## src/rtl/wf_pkg.sv

```systemverilog
// Shared word-feeder / DTW definitions: character geometry, FSM states,
// the empty-result substitute byte and the nonzero-prefix length helper.
package wf_pkg;

  localparam int CHAR_W   = 8;
  localparam int CHAR_NUM = 15;
  localparam int WORD_W   = CHAR_W * CHAR_NUM;

  localparam logic [CHAR_W-1:0] EMPTY_CHAR = 8'h3F;

  typedef enum logic [2:0] {
    S_COLLECT = 3'd0,
    S_START   = 3'd1,
    S_WAIT    = 3'd2,
    S_SEND    = 3'd3
  } wf_state_e;

  // Number of consecutive nonzero bytes starting at slot 0.
  function automatic logic [3:0] nz_prefix_len(input logic [WORD_W-1:0] w);
    logic [3:0] n;
    logic       run;
    n   = 4'd0;
    run = 1'b1;
    for (int k = 0; k < CHAR_NUM; k++) begin
      if (run && (w[k*CHAR_W +: CHAR_W] != '0)) begin
        n = n + 4'd1;
      end else begin
        run = 1'b0;
      end
    end
    return n;
  endfunction

endpackage

```

## src/rtl/word_feeder.sv

```systemverilog
// Collects a character stream into a fixed-slot word, hands it to the DTW
// matcher, then streams the best-match word back out byte by byte.
module word_feeder #(
  parameter int CHAR_NUM = 15,
  parameter int CHAR_W   = 8,
  parameter int TIMEOUT  = 4096
) (
  input  logic                       i_WF_clk,
  input  logic                       i_WF_rst_n,
  input  logic                       i_WF_char_valid,
  input  logic [CHAR_W-1:0]          i_WF_char,
  input  logic                       i_WF_char_last,
  output logic                       o_WF_char_ready,
  output logic                       o_DTW_start,
  output logic [CHAR_NUM*CHAR_W-1:0] o_DTW_word,
  input  logic                       i_DTW_finish,
  input  logic [CHAR_NUM*CHAR_W-1:0] i_DTW_word,
  output logic                       o_WF_out_valid,
  output logic [CHAR_W-1:0]          o_WF_out_char,
  output logic                       o_WF_out_last,
  input  logic                       i_WF_out_ready,
  output logic                       o_WF_overflow,
  output logic                       o_WF_timeout,
  output logic [2:0]                 o_WF_state
);
  import wf_pkg::*;

  wf_state_e                   r_state;
  logic [CHAR_NUM*CHAR_W-1:0]  r_slots;
  logic [CHAR_NUM*CHAR_W-1:0]  r_result;
  logic [3:0]                  r_count;
  logic [3:0]                  r_idx;
  logic [3:0]                  r_len;
  logic [12:0]                 r_wait_cnt;
  logic                        r_start;
  logic                        r_out_valid;
  logic                        r_out_last;
  logic [CHAR_W-1:0]           r_out_char;
  logic                        r_overflow;
  logic                        r_timeout;

  logic                        w_accept;
  logic                        w_char_nz;
  logic                        w_store;
  logic [3:0]                  w_count_nxt;
  logic [3:0]                  w_res_len;
  logic [3:0]                  w_idx_nxt;

  assign w_accept    = i_WF_char_valid && (r_state == S_COLLECT);
  assign w_char_nz   = (i_WF_char != '0);
  assign w_store     = w_char_nz && (r_count < 4'(CHAR_NUM));
  assign w_count_nxt = w_store ? (r_count + 4'd1) : r_count;
  assign w_res_len   = nz_prefix_len(i_DTW_word);
  assign w_idx_nxt   = r_idx + 4'd1;

  always_ff @(posedge i_WF_clk) begin
    if (!i_WF_rst_n) begin
      r_state     <= S_COLLECT;
      r_slots     <= '0;
      r_result    <= '0;
      r_count     <= 4'd0;
      r_idx       <= 4'd0;
      r_len       <= 4'd0;
      r_wait_cnt  <= 13'd0;
      r_start     <= 1'b0;
      r_out_valid <= 1'b0;
      r_out_last  <= 1'b0;
      r_out_char  <= '0;
      r_overflow  <= 1'b0;
      r_timeout   <= 1'b0;
    end else begin
      r_start   <= 1'b0;
      r_timeout <= 1'b0;
      case (r_state)
        S_COLLECT: begin
          if (w_accept) begin
            if (w_store) begin
              r_slots[32'(r_count)*CHAR_W +: CHAR_W] <= i_WF_char;
              r_count <= w_count_nxt;
            end else if (w_char_nz) begin
              r_overflow <= 1'b1;
            end
            // A last beat that leaves the word empty is simply absorbed.
            if (i_WF_char_last && (w_count_nxt != 4'd0)) begin
              r_state <= S_START;
            end
          end
        end
        S_START: begin
          r_start    <= 1'b1;
          r_wait_cnt <= 13'd0;
          r_state    <= S_WAIT;
        end
        S_WAIT: begin
          if (i_DTW_finish) begin
            r_result    <= i_DTW_word;
            r_len       <= w_res_len;
            r_idx       <= 4'd0;
            r_out_valid <= 1'b1;
            r_out_char  <= (w_res_len == 4'd0) ? EMPTY_CHAR : i_DTW_word[CHAR_W-1:0];
            r_out_last  <= (w_res_len <= 4'd1);
            r_state     <= S_SEND;
          end else if (r_wait_cnt == 13'(TIMEOUT-1)) begin
            r_timeout  <= 1'b1;
            r_slots    <= '0;
            r_count    <= 4'd0;
            r_wait_cnt <= 13'd0;
            r_state    <= S_COLLECT;
          end else begin
            r_wait_cnt <= r_wait_cnt + 13'd1;
          end
        end
        S_SEND: begin
          if (r_out_valid && i_WF_out_ready) begin
            if (r_out_last) begin
              r_out_valid <= 1'b0;
              r_out_last  <= 1'b0;
              r_slots     <= '0;
              r_count     <= 4'd0;
              r_idx       <= 4'd0;
              r_state     <= S_COLLECT;
            end else begin
              r_idx      <= w_idx_nxt;
              r_out_char <= r_result[32'(w_idx_nxt)*CHAR_W +: CHAR_W];
              r_out_last <= (w_idx_nxt == (r_len - 4'd1));
            end
          end
        end
        default: r_state <= S_COLLECT;
      endcase
    end
  end

  assign o_WF_char_ready = (r_state == S_COLLECT);
  assign o_DTW_start     = r_start;
  assign o_DTW_word      = r_slots;
  assign o_WF_out_valid  = r_out_valid;
  assign o_WF_out_char   = r_out_char;
  assign o_WF_out_last   = r_out_last;
  assign o_WF_overflow   = r_overflow;
  assign o_WF_timeout    = r_timeout;
  assign o_WF_state      = r_state;

endmodule

```

## config.mk

```make
export PLATFORM = sky130hd
export DESIGN_NAME = word_feeder
export DESIGN_NICKNAME = d
export VERILOG_FILES = /design/src/rtl/wf_pkg.sv /design/src/rtl/word_feeder.sv
export SDC_FILE = /design/constraint.sdc
export NUM_CORES = 1
export LEC_CHECK = 0
export CAP_MARGIN = 20
export CELL_PAD_IN_SITES_DETAIL_PLACEMENT = 0
export CELL_PAD_IN_SITES_GLOBAL_PLACEMENT = 1
export CORE_MARGIN = 2
export CORE_UTILIZATION = 34
export DETAILED_ROUTE_END_ITERATION = 12
export GPL_ROUTABILITY_DRIVEN = 0
export MAX_ROUTING_LAYER = met4
export PLACE_DENSITY = 0.74
export SYNTH_ARGS = -nofsm -noshare
export SYNTH_HDL_FRONTEND = slang
export SYNTH_SLANG_ARGS = --single-unit
```

## constraint.sdc

```tcl
create_clock -name i_WF_clk -period 8.8 [get_ports i_WF_clk]
set_input_delay 0.88 -clock i_WF_clk [delete_from_list [all_inputs] [get_ports i_WF_clk]]
set_output_delay 0.88 -clock i_WF_clk [all_outputs]
set_load 0.03 [all_outputs]
```

**After elaboration in Yosys (flattened, before gate mapping)**

Cells that the tools add are included.

- Register bits: 281
- Bits of input ports: 134
- Output and inout port bits: 137
- Logic and storage cells: 178

- Add/sub/neg operators: 19
- $lt $le $gt $ge: 2
- Equality and inequality tests: 15
- Shift operators: 3
- Multiplexer cells: 74
- Bitwise gates (word level): 3
- Reduce and logical (&&, ||, !) cells: 49

Operators with widths:

| cell | count |
|---|---|
| $mux W120 | 6 |
| $pmux W120 S3 | 1 |
| $reduce_bool A8 Y1 | 16 |
| $bwmux W120 | 1 |
| $shift A8 B34 Y120 const A | 1 |
| $shiftx A120 B8 Y8 | 1 |
| $shiftx A8 B34 Y120 | 1 |
| $mux W4 | 23 |
| $add A4 B1 Y4 const B | 15 |
| $neg A7 Y34 | 1 |
| $mux W8 | 4 |
| $mux W13 | 2 |
| $pmux W13 S2 | 1 |
| $mux W1 | 23 |
| $logic_and A1 B1 Y1 | 18 |
| $mux W3 | 6 |
| $pmux W8 S2 | 1 |
| $add A13 B1 Y13 const B | 1 |
| $eq A13 B12 Y1 const B | 1 |
| $ne A2 B2 Y1 const B | 6 |
| $pmux W3 S4 | 1 |
| $pmux W4 S3 | 1 |
| $reduce_and A4 Y1 | 3 |
| $pmux W4 S2 | 1 |
| other kinds (22) | 30 |

**Longest topological paths before layout**

- Word-level depth: 34
- Gate-level depth with buffers: 45
- Gate-level depth less buffers: 44

**Worst setup path after synthesis**

No wires, ideal clock.

- Kind: input -> register
- From: in i_DTW_word[0]
- To: reg r_out_char[0] (netlist: o_WF_out_char[0])
- Setup time: 74 ps
- Arrival time: 9,343 ps
- Data required time: 8,726 ps
- Setup slack: -617 ps
- Stages on the path: 44
- Buffers on the path: 1
- Path through: nor4_1 nand2_1 nand2_1 inv_1 ha_1 nor2_1 nor2_1 ha_1 mux2i_1 a31oi_1 ha_1 mux2_2 ha_1 or3b_2 o211a_1 ha_1 a21o_1 ha_1 [... 8 more ...] nand2b_1 ha_1 nor2_1 nor2_1 ha_1 mux2i_1 a21oi_1 ha_1 mux2_2 ha_1 nand2_1 xnor2_1 nand3_1 nand3b_1 mux2_2 or2_1 buf_6 a31oi_1

- Word-level cells in the longest chain between the ends: 34
- Elaborated cells between the ends (all ways): 62
- Those cells by class: add/sub (14); mux (32); reduce/logical (16)

RTL lines:

| what | RTL line | text |
|---|---|---|
| from (decl) | word_feeder.sv:17 | `input logic [CHAR_NUM*CHAR_W-1:0] i_DTW_word,` |
| $reduce_bool A8 Y1 | wf_pkg.sv:25 | `if (run && (w[k*CHAR_W +: CHAR_W] != '0)) begin` |
| $mux W1 | wf_pkg.sv:25 |  |
| $add A1 B1 Y2 or $logic_and A1 B1 Y1 (tied branches) | wf_pkg.sv:26, wf_pkg.sv:25 |  |
| $mux W2 or $mux W1 (tied branches) | wf_pkg.sv:25 |  |
| $add A4 B1 Y4 or $logic_and A1 B1 Y1 (tied branches) | wf_pkg.sv:26, wf_pkg.sv:25 |  |
| $mux W4 or $mux W1 (tied branches) | wf_pkg.sv:25 |  |
| $add A4 B1 Y4 or $logic_and A1 B1 Y1 (tied branches) | wf_pkg.sv:26, wf_pkg.sv:25 |  |
| $mux W4 or $mux W1 (tied branches) | wf_pkg.sv:25 |  |
| [... 18 more ...] | n/a |  |
| $add A4 B1 Y4 or $logic_and A1 B1 Y1 (tied branches) | wf_pkg.sv:26, wf_pkg.sv:25 |  |
| $mux W4 or $mux W1 (tied branches) | wf_pkg.sv:25 |  |
| $add A4 B1 Y4 or $logic_and A1 B1 Y1 (tied branches) | wf_pkg.sv:26, wf_pkg.sv:25 |  |
| $mux W4 | wf_pkg.sv:25 |  |
| $logic_not A4 Y1 | word_feeder.sv:100 | `r_out_char <= (w_res_len == 4'd0) ? EMPTY_CHAR : i_DTW_word[CHAR_W-1:0];` |
| $mux W8 (*) | word_feeder.sv:100 |  |
| $mux W8 (*) | word_feeder.sv:95 | `if (i_DTW_finish) begin` |
| $pmux W8 S2 (*) | word_feeder.sv:74 | `case (r_state)` |
| to (signal assigned) | word_feeder.sv:100 |  |
| to (signal assigned) | word_feeder.sv:124 | `r_out_char <= r_result[32'(w_idx_nxt)*CHAR_W +: CHAR_W];` |
| to (decl) | word_feeder.sv:38 | `logic [CHAR_W-1:0] r_out_char;` |

Mark *: on every way between the ends. The rest lies on a longest branch, timed or not. The select of a mux whose other input is x is not followed.
A chain may end at the register's enable or synchronous reset.

**Worst setup path in the final report**

- From: in i_DTW_word[11]
- To: reg r_out_char[3] (netlist: o_WF_out_char[3])

- Word-level cells in the longest chain between the ends: 33
- Elaborated cells between the ends (all ways): 59
- Those cells by class: add/sub (13); mux (30); reduce/logical (16)

RTL lines:

| what | RTL line |
|---|---|
| $reduce_bool A8 Y1 (*) | wf_pkg.sv:25 |
| $logic_and A1 B1 Y1 (*) | wf_pkg.sv:25 |
| $mux W2 or $mux W1 (tied branches) | wf_pkg.sv:25 |
| $add A4 B1 Y4 or $logic_and A1 B1 Y1 (tied branches) | wf_pkg.sv:26, wf_pkg.sv:25 |
| $mux W4 or $mux W1 (tied branches) | wf_pkg.sv:25 |
| $add A4 B1 Y4 or $logic_and A1 B1 Y1 (tied branches) | wf_pkg.sv:26, wf_pkg.sv:25 |
| $mux W4 or $mux W1 (tied branches) | wf_pkg.sv:25 |
| $add A4 B1 Y4 or $logic_and A1 B1 Y1 (tied branches) | wf_pkg.sv:26, wf_pkg.sv:25 |
| [... 17 more ...] | n/a |
| $add A4 B1 Y4 or $logic_and A1 B1 Y1 (tied branches) | wf_pkg.sv:26, wf_pkg.sv:25 |
| $mux W4 or $mux W1 (tied branches) | wf_pkg.sv:25 |
| $add A4 B1 Y4 or $logic_and A1 B1 Y1 (tied branches) | wf_pkg.sv:26, wf_pkg.sv:25 |
| $mux W4 (*) | wf_pkg.sv:25 |
| $logic_not A4 Y1 (*) | word_feeder.sv:100 |
| $mux W8 (*) | word_feeder.sv:100 |
| $mux W8 (*) | word_feeder.sv:95 |
| $pmux W8 S2 (*) | word_feeder.sv:74 |

Marks and branches as above.

==> results.yml <==
power:
  combPwrFrac_pct: 16.6
  internal_power_uw: 2360
  seq_power_share_pct: 40.7
  peakVddDrop_uv: 110
  power.density_nw_per_um2: 184
  swShare_pct: 27.3
  p_switching_uw: 888
  p_leak_uw: 0.00633
  power.share.clock_pct: 42.6
clocking:
  root_buffer: "clkbuf_16"
  cts_tree: "built"
  ctsLongestPathBuffers: 3
  cts.hold.buffers_added: 0
  clock-sinks: 280
  cts-htree-levels: 2
  clk_pin_slew_ns: 0.05
  numCtsBuffers: 34
  clk_latency_ns: 0.52
floorplan:
  die_w_um: 196
  dieArea_um2: 38500
  die_h_um: 196
  rows: 70
  io_pins: 271
  core_um2: 36500
  start_util_pct: 34.4
setup_path:
  crit_path_max_incr_delay_ns: 0.37
  path_buf_inv: 3
  worst-endpoint-arrival_ns: 9.33
  end_kind: "flip-flop"
  r2r_slack_ns: 5.20
  cp_data_required_time_ns: 9.23
  worst_path_max_delay_cell: "or3b_4"
  worst_setup_path_start_kind: "primary input"
  path_delay_family: "adder cells"
  crit_fanout: 6
  worstSetupPathType: "in2reg"
yosys:
  synth_cells: 1535
  yosysTopAreaCell: "dfxtp_1"
  yosys-top-cells-area: "dfxtp_1 45%, nand2_1 9.1%, a22oi_1 6.9%"
  synth-simple-area-share_pct: 22.3
  synth_top_family_by_area: "simple AND/OR/NAND/NOR gates"
  synth_cell_types: 60
  synth_ff_type: "dfxtp_1"
  synthArstFlopShare_pct: 0
  synth-xor-area-share_pct: 2.09
  yosysSeqAreaShare_pct: 44.6
  synth_mux_area_share_pct: 7.01
  synth_compound_area_share_pct: 18.5
  ys_ff_latch: 280
  syn-num-nets: 1687
  synth_top_area_share_pct: 44.6
  synth-edff-count: 0
  syn_area_per_cell_um2: 8.19
  yosysWarnings: 0
  synth_fa_ha_area_share_pct: 1.79
  netlist_area_um2: 12600
drt:
  drc: 0
  via_per_inst: 5.29
  dr.first_iter.drc_count: 871
  firstDrtPassIters: 7
  wire_per_inst_um: 18.8
  totalWireLength_um: 43900
  routed-via-count: 12300
  final_antenna_net_count: 0
finish:
  area_growth_pct: 40.4
  drive_gt1_share_pct: 14.0
  final_cell_mix: "298 x nand2_1, 280 x dfxtp_1, 241 x clkdlybuf4s50_1"
  finalNetCount: 1995
  layout_commonest_cell: "nand2_1"
placement:
  io_buffers: 269
  hpwl_um: 30400
  place_ws_ns: -1.09
run_status:
  violations: "setup timing"
  status: "finished, violations left"
timing:
  rsz0062_at_grt: "yes"
  finalSetupViolCount: 9
  worstMarginPinSlew_ns: 1.02
  finalHoldViolCount: 0
  setup_ws_ns: -0.0984
  fin_hold_ws_ns: 0.442
  slew_viol_final: 0
  layout_min_cycle_time_ns: 8.90
  finClkSkew_ns: 0.0231
  finalCritPeriodShare_pct: 101
  fmax_mhz: 112
  slew_headroom_pct: 31.1
min_path:
  min_path_type: "reg2reg"
global_routing:
  antenna_found_initial: 1
  grt_first_pass_wirelength_um: 68200
  grt_max_degree: 97
  globalRoute.totalOverflow: 0
  grt_use_total_pct: 23.0
  grt_pass1_vias: 12000
job:
  max_cap_violations: 0
## per-stage QoR
step	cells	cell area [um^2]	utilization, %	power (uW)	TNS [ns]
5_1_grt	2334	17600	48.3	3380	-4.63
6_report	2334	17600	48.3	3250	-0.747
3_5_place_dp	2257	16300	44.6	1860	-11.15
3_3_place_gp	2257	16300	44.6	1850	-8.76
4_1_cts	2326	17500	47.9	3250	0
2_1_floorplan	1535	12700	-	1650	-2.23
## worst register-to-register path, delay by kind of cell (launching register included)
family / cells / cell delay (ns)
AO/OA/AOI/OAI: 4 / 1.26
AND/OR/NAND/NOR: 5 / 1.81
flip-flops: 1 / 0.40
## repair_timing
item                                    CTS  global route
pin swaps                                26            28
resized for setup                        81            24
cloned                                    0             0
endpoints found under the setup margin   11            11
buffers inserted                         11             7
## flip-flops by register name (all words and copies together) (netlist names), 2 cells and up
name           cells
o_DTW_word       120
r_count            4
r_wait_cnt        13
o_WF_state         2
r_idx              4
r_len              4
r_result         120
o_WF_out_char      8
## cell type report
class	count	area, um^2
timing repair buffer	371	3450
multi-input combinational	1135	6820
tap	468	586
sequential	280	5610
inverter	21	86.3
fill	3540	18900
clock buffer	47	970
antenna	1	2.50
clock inverter	11	126
## cells in the mapped netlist, types with 16 or more instances
library cell and instances:
nor3_1 21, a22oi_1 116, dfxtp_1 280, mux2i_1 16
nor2_1 220, ha_1 18, nand2_1 306, mux4_2 24
mux2_2 16, o21ai_1 18, nor4_1 31, inv_1 20
clkbuf_1 89, a21oi_1 170
## metal layers
| layer | routed length [um] | track usage, % | share of wire [%] | vias up |
|---|---|---|---|---|
| li1 | - | - | - | 6012 |
| met1 | 20500 | 31.4 | 47 | 5924 |
| met2 | 19600 | 34.8 | 45 | 342 |
| met3 | 2580 | 3.89 | 5.9 | 67 |
| met4 | 1240 | 6.79 | 2.8 | 0 |
| met5 | 0 | - | 0 | - |
## kinds of logic (layout without fill, tap and decap cells)
kind of cell    Yosys count  after routing
simple gates            659            659
buf+inv                 120            450
other cells               1              2
compound gates          374            374
flops                   280            280
xor+xnor                 27             27
mux                      56             56
fa+ha+maj                18             18
## worst paths after layout
check / startpoint / end / cells after the start
min: r_wait_cnt[12]$_SDFFE_PN0P_ / r_wait_cnt[12]$_SDFFE_PN0P_ / 2
min reg2reg: r_wait_cnt[12]$_SDFFE_PN0P_ / r_wait_cnt[12]$_SDFFE_PN0P_ / 2
max reg2reg: r_wait_cnt[3]$_SDFFE_PN0P_ / o_DTW_word[74]$_SDFFE_PN0P_ / 9
max: i_DTW_word[11] / o_WF_out_char[3]$_SDFFE_PN0P_ / 46
## power groups by stage
stage | Combinational [uW] | Clock, uW | Sequential, uW
finish | 541 | 1390 | 1320
global route | 589 | 1460 | 1330
CTS | 516 | 1410 | 1320
detailed placement | 506 | 0 | 1350
global placement | 499 | 0 | 1350
floorplan | 290 | 0 | 1360
Power figures use the tool's default switching activity.
